<file path="src/rtl/uart_frame_arbiter.sv">
// Round-robin arbiter that frames one payload per grant as ID, data MSB-first, CR, LF
// and feeds the bytes one at a time to a shared UART transmitter.
module uart_frame_arbiter #(
    parameter int          NUM_REQ     = 4,
    parameter int          DATA_WIDTH  = 32,
    parameter logic [7:0]  ID_BASE     = 8'h30,
    parameter int          GAP_CLKS    = 16,
    parameter int          ACK_TIMEOUT = 15
) (
    input  logic                            clk,
    input  logic                            reset,
    input  logic [NUM_REQ-1:0]              req_valid_i,
    input  logic [NUM_REQ*DATA_WIDTH-1:0]   req_data_i,
    output logic [NUM_REQ-1:0]              req_ready_o,
    output logic [7:0]                      tx_byte_o,
    output logic                            tx_start_o,
    input  logic                            tx_busy_i,
    output logic [$clog2(NUM_REQ)-1:0]      grant_id_o,
    output logic                            frame_active_o,
    output logic                            err_o
);

    localparam int GW         = $clog2(NUM_REQ);
    localparam int DATA_BYTES = DATA_WIDTH / 8;
    localparam int NUM_BYTES  = DATA_BYTES + 3;
    localparam int IW         = $clog2(NUM_BYTES);
    localparam int GCW        = (GAP_CLKS > 1) ? $clog2(GAP_CLKS) : 1;
    localparam int TW         = (ACK_TIMEOUT > 1) ? $clog2(ACK_TIMEOUT) : 1;

    localparam logic [IW-1:0]  LAST_IDX = IW'(NUM_BYTES - 1);
    localparam logic [IW-1:0]  CR_IDX   = IW'(DATA_BYTES + 1);
    localparam logic [GCW-1:0] GAP_LAST = GCW'((GAP_CLKS > 0) ? GAP_CLKS - 1 : 0);
    localparam logic [TW-1:0]  TO_LAST  = TW'((ACK_TIMEOUT > 0) ? ACK_TIMEOUT - 1 : 0);

    typedef enum logic [2:0] {
        S_IDLE,
        S_GRANT,
        S_SEND,
        S_WAIT_ACK,
        S_WAIT_DONE,
        S_GAP
    } state_t;

    state_t                state_q, state_d;
    logic [GW-1:0]         ptr_q, ptr_d;
    logic [GW-1:0]         grant_q, grant_d;
    logic [DATA_WIDTH-1:0] data_q, data_d;
    logic [IW-1:0]         idx_q, idx_d;
    logic [GCW-1:0]        gap_q, gap_d;
    logic [TW-1:0]         to_q, to_d;
    logic [NUM_REQ-1:0]    ready_q, ready_d;
    logic [7:0]            byte_q, byte_d;
    logic                  start_q, start_d;
    logic                  active_q, active_d;
    logic                  err_q, err_d;

    logic                  any_valid;
    logic [GW-1:0]         pick;
    logic [GW-1:0]         cand;
    logic [DATA_WIDTH-1:0] slice;
    logic [7:0]            cur_byte;

    // Scan downward from the pointer so the nearest valid index wins last.
    always_comb begin
        any_valid = 1'b0;
        pick      = '0;
        cand      = '0;
        for (int i = NUM_REQ - 1; i >= 0; i--) begin
            cand = GW'((int'(ptr_q) + i) % NUM_REQ);
            if (req_valid_i[cand]) begin
                any_valid = 1'b1;
                pick      = cand;
            end
        end
    end

    always_comb begin
        slice = '0;
        for (int k = 0; k < NUM_REQ; k++) begin
            if (grant_q == GW'(k)) begin
                slice = req_data_i[k*DATA_WIDTH +: DATA_WIDTH];
            end
        end
    end

    always_comb begin
        cur_byte = 8'h0A;
        if (idx_q == '0) begin
            cur_byte = ID_BASE + {{(8-GW){1'b0}}, grant_q};
        end else if (idx_q == CR_IDX) begin
            cur_byte = 8'h0D;
        end else begin
            for (int b = 0; b < DATA_BYTES; b++) begin
                if (idx_q == IW'(b + 1)) begin
                    cur_byte = data_q[(DATA_BYTES-1-b)*8 +: 8];
                end
            end
        end
    end

    always_comb begin
        state_d  = state_q;
        ptr_d    = ptr_q;
        grant_d  = grant_q;
        data_d   = data_q;
        idx_d    = idx_q;
        gap_d    = gap_q;
        to_d     = to_q;
        ready_d  = '0;
        byte_d   = byte_q;
        start_d  = 1'b0;
        active_d = active_q;
        err_d    = 1'b0;
        unique case (state_q)
            S_IDLE: begin
                if (any_valid) begin
                    grant_d  = pick;
                    ready_d  = NUM_REQ'(1) << pick;
                    active_d = 1'b1;
                    state_d  = S_GRANT;
                end
            end
            S_GRANT: begin
                data_d  = slice;
                ptr_d   = (grant_q == GW'(NUM_REQ - 1)) ? '0 : grant_q + 1'b1;
                idx_d   = '0;
                state_d = S_SEND;
            end
            S_SEND: begin
                if (!tx_busy_i) begin
                    start_d = 1'b1;
                    byte_d  = cur_byte;
                    to_d    = '0;
                    state_d = S_WAIT_ACK;
                end
            end
            S_WAIT_ACK: begin
                if (tx_busy_i) begin
                    state_d = S_WAIT_DONE;
                end else if (to_q == TO_LAST) begin
                    err_d    = 1'b1;
                    active_d = 1'b0;
                    gap_d    = '0;
                    state_d  = S_GAP;
                end else begin
                    to_d = to_q + 1'b1;
                end
            end
            S_WAIT_DONE: begin
                if (!tx_busy_i) begin
                    if (idx_q == LAST_IDX) begin
                        active_d = 1'b0;
                        gap_d    = '0;
                        state_d  = S_GAP;
                    end else begin
                        idx_d   = idx_q + 1'b1;
                        state_d = S_SEND;
                    end
                end
            end
            S_GAP: begin
                if (GAP_CLKS == 0 || gap_q == GAP_LAST) begin
                    state_d = S_IDLE;
                end else begin
                    gap_d = gap_q + 1'b1;
                end
            end
            default: state_d = S_IDLE;
        endcase
    end

    always_ff @(posedge clk) begin
        if (reset) begin
            state_q  <= S_IDLE;
            ptr_q    <= '0;
            grant_q  <= '0;
            data_q   <= '0;
            idx_q    <= '0;
            gap_q    <= '0;
            to_q     <= '0;
            ready_q  <= '0;
            byte_q   <= '0;
            start_q  <= 1'b0;
            active_q <= 1'b0;
            err_q    <= 1'b0;
        end else begin
            state_q  <= state_d;
            ptr_q    <= ptr_d;
            grant_q  <= grant_d;
            data_q   <= data_d;
            idx_q    <= idx_d;
            gap_q    <= gap_d;
            to_q     <= to_d;
            ready_q  <= ready_d;
            byte_q   <= byte_d;
            start_q  <= start_d;
            active_q <= active_d;
            err_q    <= err_d;
        end
    end

    assign req_ready_o    = ready_q;
    assign tx_byte_o      = byte_q;
    assign tx_start_o     = start_q;
    assign grant_id_o     = grant_q;
    assign frame_active_o = active_q;
    assign err_o          = err_q;

endmodule

</file>
<file path="config.mk">
export PLATFORM = sky130hd
export DESIGN_NAME = uart_frame_arbiter
export DESIGN_NICKNAME = d
export VERILOG_FILES = /design/src/rtl/uart_frame_arbiter.sv
export SDC_FILE = /design/constraint.sdc
export NUM_CORES = 1
export LEC_CHECK = 0
export ABC_AREA = 1
export ABC_CLOCK_PERIOD_IN_PS = 1860
export BUFFER_PORTS_ARGS = -buffer_cell sky130_fd_sc_hd__buf_2
export CAP_MARGIN = 0
export CORE_AREA = 2 2 93 95
export DETAILED_ROUTE_END_ITERATION = 12
export DIE_AREA = 0 0 95 97
export GPL_TIMING_DRIVEN = 1
export HOLD_SLACK_MARGIN = 0.12
export PLACE_DENSITY_LB_ADDON = 0.3
export SYNTH_ARGS = -nofsm -noshare
export SYNTH_HDL_FRONTEND = slang
export SYNTH_SLANG_ARGS = --single-unit
</file>
<file path="constraint.sdc">
create_clock -name clk -period 1.86 [get_ports clk]
set_input_delay 0.372 -clock clk [delete_from_list [all_inputs] [get_ports clk]]
set_output_delay 0.372 -clock clk [all_outputs]
set_load 0.01 [all_outputs]
</file>
==> impl_results.md, run 1 <==
* R2r worst-path depth at 9
* Root Driver: clkbuf_8
* Worst Setup End Kind: flop
* # rows at 33
* Area grow syn2layout at 27.07%
* Pins Over Slew Limit at 0
* Total die area at 9215 µm²
* Synth Area in XOR/XNOR at less than 1%
* Final HPWL DP at 8909 µm
* RSZ-0062 raised after global routing: no
* Nets at 890
* Outcome: finished, final reports clean
* N_diodes at 0
* Post-DRT Antenna Nets at 0
* Share of layout cells above drive strength 1 at 26.64%
* Critical path class: reg -> reg
* Worst Path Required at 2100 ps
* Mux contribution to synthesized area at 0%
* Min-delay worst type: in -> reg
* WP data arrival at 1930 ps
* Largest family of logic cells by synthesized area: compound AO/OA/AOI/OAI gates
* Mapped Area at just under 4000 µm²
* Simple-Gate Fraction of Synth Area at about a quarter
* Postcts setup bufs at 0
* Core area at 8134 µm²
* Synth top area cells: dfxtp_1, nand2_1, a21oi_1
* Critical path buffers and inverters at 3
* Worst path depth at 9
* Worst ir drop on vdd at 599.0 µV
* Crit-path max cell delay at 340 ps
* Cell family with most CP delay: compound AO/OA/AOI/OAI gates
* Synth Area in Compound Gates at 30.66%
* Post-synth top area cell: dfxtp_1
* Worst setup path endpoint: gap_q[1]
* Total Routed Length at 11610 µm
* Total track usage at 25.83%
* Hold Fails Final Rpt at 0
* Minimum clock period at 1689 ps
* Pleak at 0.002501 µW
* Skew-Pair Late Insertion Delay at 360 ps
* Worst-path clk slew at around 70 ps
* Longest Clk Path Bufs at 2
* Number of global-route vias before repair at 4452
* Initial antenna violation count at 0
* Netlist cell types at 30
* First-pass GRT wire length at between 15000 and 20000 µm
* DIE WIDTH at 95 µm
* I/O pin total at 152
* #FFs+latches synth at 65
* Sequential share of the synthesized area at 32.81%
* Most used cell, CP: inv_1
* CTS HTree Levels at 3
* Filler instances at 760
* Final period util at 90.81%
* Clock sink count at 65
* Post-DR wirelength/cell at approximately 14 µm
* Post-layout util at 61.96%
* Slowest CP cell: dfxtp_1
* Drt pass-1 iters at 5
* Cells after synthesis at 606
* Adder-cell share of the synthesized area at under 10%
* Reg2Reg Setup Slack at 170 ps
* Fmax at 592.0 MHz
* Rel. slew slack at between 70 and 80%
* Register cell area after layout at about 1300 µm²
* PortBufs at 151
* Worst-path fanout max at 6
* CP Cell Sequence: inv_1, ha_1, inv_1, o21ai_1, nand2_1, inv_2, nand3_2, o21ai_2, nor2_1
* Synth top area share at 32.81%
* Worst Setup SP: idx_q[0]
* Max-cap violations at 0
* Grt ovf at 0
* CTS tree: yes
* Final setup vio count at 0
* Worst setup SP type: flop
* # DRC at 0
* Pwr dens at between 1500 and 2000 nW/µm²
* Initial Util at 48.76%
* Syn nets at 753
* RR Startpoint: idx_q[0]
* Drt first-iter violations at 201
* Gpl congestion at 0.8537
* Height of the die at 97 µm
* Setup TNS at 0 ps
* Area of the multi-input gates at 2390 µm²
* Largest net degree at the start of global routing at 65
* Worst-Margin Slew at approximately 340 ps
* Via count at 4615
* Worst clock skew at between 10 and 15 ps
* CTS Hold Bufs at 0
* Syn. warnings at 0
* Vias/cell at 5.417
* Reg2Reg Capture Point: gap_q[1]
* Avg Synthesized Cell Area at 6.545 µm²
* Number of CTS-inserted buffers at 9
-- report_power, final --
part / leakage, µW / switching, µW / internal, µW
Combinational: 0.00187 / 2590 / 1510
Sequential: 0.000532 / 359 / 1890
Clock: 0.000102 / 566 / 687
Total: 0.00250 / 3510 / 4090
-- sequential cells by signal, indices dropped and copies added, names as in the netlist --
name	cells
to_q	4
err_o	1
state_q	3
grant_id_o	2
tx_byte_o	8
tx_start_o	1
idx_q	3
frame_active_o	1
req_ready_o	4
data_q	32
ptr_q	2
gap_q	4
-- cell type report --
class | count | area share [%]
Tap cell | 105 | 2.607
Clock buffer | 11 | 3.004
Timing Repair Buffer | 160 | 17.08
Inverter | 41 | 3.054
Clock inverter | 4 | 1.018
Multi-Input combinational cell | 466 | 47.42
Sequential cell | 65 | 25.82
-- cells in the mapped netlist, drive strengths merged --
cell type	n
nor3	5
or2	2
o21ai	83
nand3	22
nand4	7
ha	12
o21bai	2
a21oi	86
a211oi	4
o211ai	5
clkbuf	28
o22ai	1
xor2	2
a22oi	35
inv	41
dfxtp	65
nor2	32
a21o	1
buf	6
nand2	167
-- routing by layer --
metal | track usage [%] | vias up | share of wire (%)
met2 | 46.86 | 153 | 52
li1 | - | 2341 | -
met1 | 29.19 | 2097 | 40
met4 | 9.922 | 0 | 2.1
met5 | 0 | - | 0
met3 | 4.907 | 24 | 5.5
-- cells by family (layout without fill, tap and decap cells) --
| group | count (synthesis) | in the layout |
|---|---|---|
| compound gates | 217 | 217 |
| flops | 65 | 65 |
| fa+ha+maj | 12 | 12 |
| xor+xnor | 2 | 2 |
| buf+inv | 75 | 216 |
| simple gates | 235 | 235 |
-- tightest hold or removal path: stages --
cell	delay, ps
buf_2	70
a21oi_1	50
a21oi_1	120
-- timing repair --
action / CTS / global route
gates resized for setup: 0 / 3
setup endpoints to repair: 0 / 5
hold endpoints to repair: 0 / 0
-- placed cells by master, fill, tap and decap left out, drive strengths merged, types with 11 or more instances in the layout --
master / instances
a21oi: 86
a22oi: 35
buf: 160
clkbuf: 11
dfxtp: 65
ha: 12
inv: 42
nand2: 167
nand3: 22
nor2: 32
o21ai: 83
-- through the flow --
step / cell area, µm² / power, µW / std cells / setup slack [ps] / hold slack (ps)
after global routing: 5040 / 8327 / 852 / 13.27 / 305.5
after detailed placement: 4832 / 6338 / 837 / 133.8 / 444.6
after floorplan: 3966 / 5179 / 606 / 181.6 / 438.7
after global placement: 4832 / 6192 / 837 / 191.7 / 435.7
after CTS: 5035 / 7606 / 852 / 107.8 / 295.7
final: 5040 / 7597 / 852 / 170.9 / 296.2
-- worst min-delay path by stage --
| stage | slack [ps] | cells past startpoint | startpoint | endpoint |
|---|---|---|---|---|
| after floorplan | 440 | 2 | to_q[3] | to_q[3] |
| after global placement | 440 | 2 | frame_active_o | frame_active_o |
| after detailed placement | 440 | 2 | tx_byte_o[2] | tx_byte_o[2] |
| after CTS | 300 | 3 | req_data_i[118] | data_q[22] |
| after global routing | 310 | 3 | req_data_i[118] | data_q[22] |
| final | 300 | 3 | req_data_i[100] | data_q[4] |
(Power assumes the default switching activity.)
==> run 2, diff against run 1 <==
- ABC_AREA: 1 -> unset
- CORE_AREA: 2 2 93 95 -> 2 2 95 97
- DIE_AREA: 0 0 95 97 -> 0 0 97 99
==> impl_results.md, run 2 <==
* # DRC at 0 (unchanged)
* Total Routed Length at 11440 µm (-1.5%)
* Height of the die at 99 µm (+2.1%)
* Top-count cell post-synth: a21oi_1
* Via count at 4458 (-3.4%)
* Rel. slew slack at 60.16% (-17 points)
* WP data arrival at 1990 ps (+60 ps)
* Total die area at 9603 µm² (+4.2%)
* Area grow syn2layout at 27.98%
* Drt pass-1 iters at 6 (+1)
* Reg2Reg Capture Point: gap_q[2]
* Worst setup SP type: flop
* CTS tree: yes
* Filler instances at 788 (+3.7%)
* Nets at 838 (-5.8%)
* Max-cap violations at 0 (unchanged)
* Worst Path Required at 2100 ps (about the same)
* I/O pin total at 152 (unchanged)
* Most flop-heavy register: data_q
* N_diodes at 0 (unchanged)
* Outcome: finished, final reports clean
* Total track usage at 23.11% (-2.7 points)
* # rows at 34 (+3.0%)
* Pins Over Slew Limit at 0 (unchanged)
* Pleak at 0.002293 µW (-8.3%)
* Syn. warnings at 0 (unchanged)
* First-pass GRT wire length at 18580 µm (-3.9%)
* Worst-path clk slew at 80 ps (about the same)
* Synth top area share at 31.22% (-1.6 points)
* Post-DRT Antenna Nets at 0 (unchanged)
* #FFs+latches synth at 65 (unchanged)
* DIE WIDTH at 97 µm (+2.1%)
* Worst-path fanout max at 5 (-1)
* Largest net degree at the start of global routing at 47 (-28%)
* Final setup vio count at 0 (unchanged)
* Reg2Reg Setup Slack at 100 ps (-70 ps)
* Cell family with most CP delay: simple AND/OR/NAND/NOR gates
* PortBufs at 151 (unchanged)
* Hold_sp: req_data_i[119]
* Post-DR wirelength/cell at 14.23 µm (+4.4%)
* Critical path buffers and inverters at 0 (-3)
* Post-synth ARST share at 0% (unchanged)
* Number of CTS-inserted buffers at 9 (unchanged)
* Critical path class: reg -> reg
* Worst clock skew at 11.00 ps (-0.03270 ps)
* Setup TNS at 0 ps (unchanged)
* Min-delay worst type: in -> reg
* Syn nets at 702 (-6.8%)
* Drt first-iter violations at 284 (+41%)
* Avg Synthesized Cell Area at 7.509 µm² (+15%)
* CTS HTree Levels at 3 (unchanged)
* CP Cell Sequence: ha_1, and3_2, or3b_4, a31oi_4, o211a_1, nor3_1
* Postcts setup bufs at 0 (unchanged)
* Met1 usage at 28.65% (-0.54 points)
* Hold Fails Final Rpt at 0 (unchanged)
* Initial Util at 48.74% (about the same)
* Skew-Pair Late Insertion Delay at 360 ps (about the same)
* Longest Clk Path Bufs at 2 (unchanged)
* Cells after synthesis at 555 (-8.4%)
* Worst Setup End Kind: flop
* Initial antenna violation count at 0 (unchanged)
* Synth top area cells: dfxtp_1, a21oi_1, nor3_1
* Minimum clock period at 1758 ps (+68.70 ps)
* EDFF count, synth at 0 (unchanged)
* Pwr dens at 854.0 nW/µm² (-43%)
* Clock sink count at 65 (unchanged)
* Met2 usage at 41.24% (-5.6 points)
* RR Startpoint: to_q[1]
* Slowest CP cell: or3b_4
* Hold path cells at 3 (unchanged)
* Final HPWL DP at 8617 µm (-3.3%)
* GRT busiest layer: met2
* Sequential share of the synthesized area at 31.22% (-1.6 points)
* Final period util at 94.51% (+3.7 points)
* Mapped Area at 4168 µm² (+5.1%)
* Most frequent cells in the layout: buf_2, a21oi_1, nor2_1, dfxtp_1, nand2_1
* Post-layout util at 62.38% (+0.42 points)
* WHS Endpoint: data_q[23]
* Global routing met3 resource utilization at 4.610% (-0.30 points)
* Gpl congestion at 0.8172 (-4.3%)
* Netlist cell types at 57 (+90%)
* Crit-path max cell delay at 400 ps (+60 ps)
* Fmax at 568.9 MHz (-3.9%)
* Ys flop type: dfxtp_1
* Core area at 8551 µm² (+5.1%)
* Vias/cell at 5.545 (+2.4%)
* Synth top cells by count: a21oi_1, dfxtp_1, nor2_1
* R2r worst-path depth at 6 (-3)
* Worst ir drop on vdd at 384.1 µV (-36%)
* Post-synth top area cell: dfxtp_1
* CTS Hold Bufs at 0 (unchanged)
* Root Driver: clkbuf_8
* Commonest non-fill, non-tap cell in the layout: buf_2
* Max reg flops at 32 (unchanged)
* Share of layout cells above drive strength 1 at 32.76% (+6.1 points)
* Worst-Margin Slew at 597.6 ps (+257.0 ps)
* Number of global-route vias before repair at 4114 (-7.6%)
* Grt ovf at 0 (unchanged)
## run 2: area by class of cell
cell class,count,area [µm²],area share (%)
clock buffer,10,137.6,2.580
clock inverter,6,91.34,1.712
inverter,12,47.55,0.8914
multi-input combinational,431,2641,49.52
sequential,65,1305,24.47
tap,108,135.1,2.533
timing repair buffer,172,975.9,18.30
## run 2: timing repair
action,CTS,global route
gates resized for setup,1,17
setup endpoints to repair,1,19
pin swaps,0,3
## run 2: how the worst max path moves through the flow
stage	cells after the start	to	slack, ps	start
CTS	8	tx_byte_o[2]	30	idx_q[1]
detailed placement	7	data_q[28]	-30	grant_id_o[1]
global placement	7	data_q[29]	90	grant_id_o[0]
finish	6	gap_q[2]	100	to_q[1]
floorplan	8	tx_byte_o[2]	1	idx_q[2]
global route	8	tx_byte_o[5]	-10	idx_q[2]
## run 2: routing by layer
| metal | wire, µm | part of all wire, % |
|---|---|---|
| met2 | 5694 | 50 |
| met5 | 0 | 0 |
| met3 | 604 | 5.3 |
| met1 | 5085 | 44 |
| met4 | 52 | 0.45 |
## run 2: logic make-up after synthesis
logic type / after synthesis / share of synthesized area (%)
AO/OA/AOI/OAI: 170 / 26.84
XOR/XNOR: 3 / 0.6306
adder cells (fa/ha/maj): 12 / 3.602
buffers and inverters: 59 / 6.965
flip-flops: 65 / 31.22
multiplexers: 3 / 0.7505
AND/OR/NAND/NOR: 243 / 29.99
## run 2: worst reg2reg max path, stage by stage, from the launching register on
cell	delay [ps]
dfxtp_1	390
ha_1	160
and3_2	230
or3b_4	400
a31oi_4	240
o211a_1	190
nor3_1	40
## run 2: power breakdown
group	total, µW	internal [µW]	switching (µW)	leakage [µW]
registers	1700	1570	132	0.000533
clock network	1360	792	565	0.000105
logic	1500	698	799	0.00165
## run 2: stage by stage
stage | worst slack, ps | instances | power [µW] | area [µm²] | hold WS, ps
global placement | 94.89 | 788 | 3152 | 5052 | 449.5
global route | -12.90 | 804 | 4834 | 5334 | 351.8
detailed placement | -33.53 | 788 | 3200 | 5052 | 462.8
floorplan | 1.013 | 555 | 2766 | 4173 | 448.4
finish | 102.2 | 804 | 4555 | 5334 | 338.6
CTS | 25.14 | 804 | 4565 | 5284 | 328.2
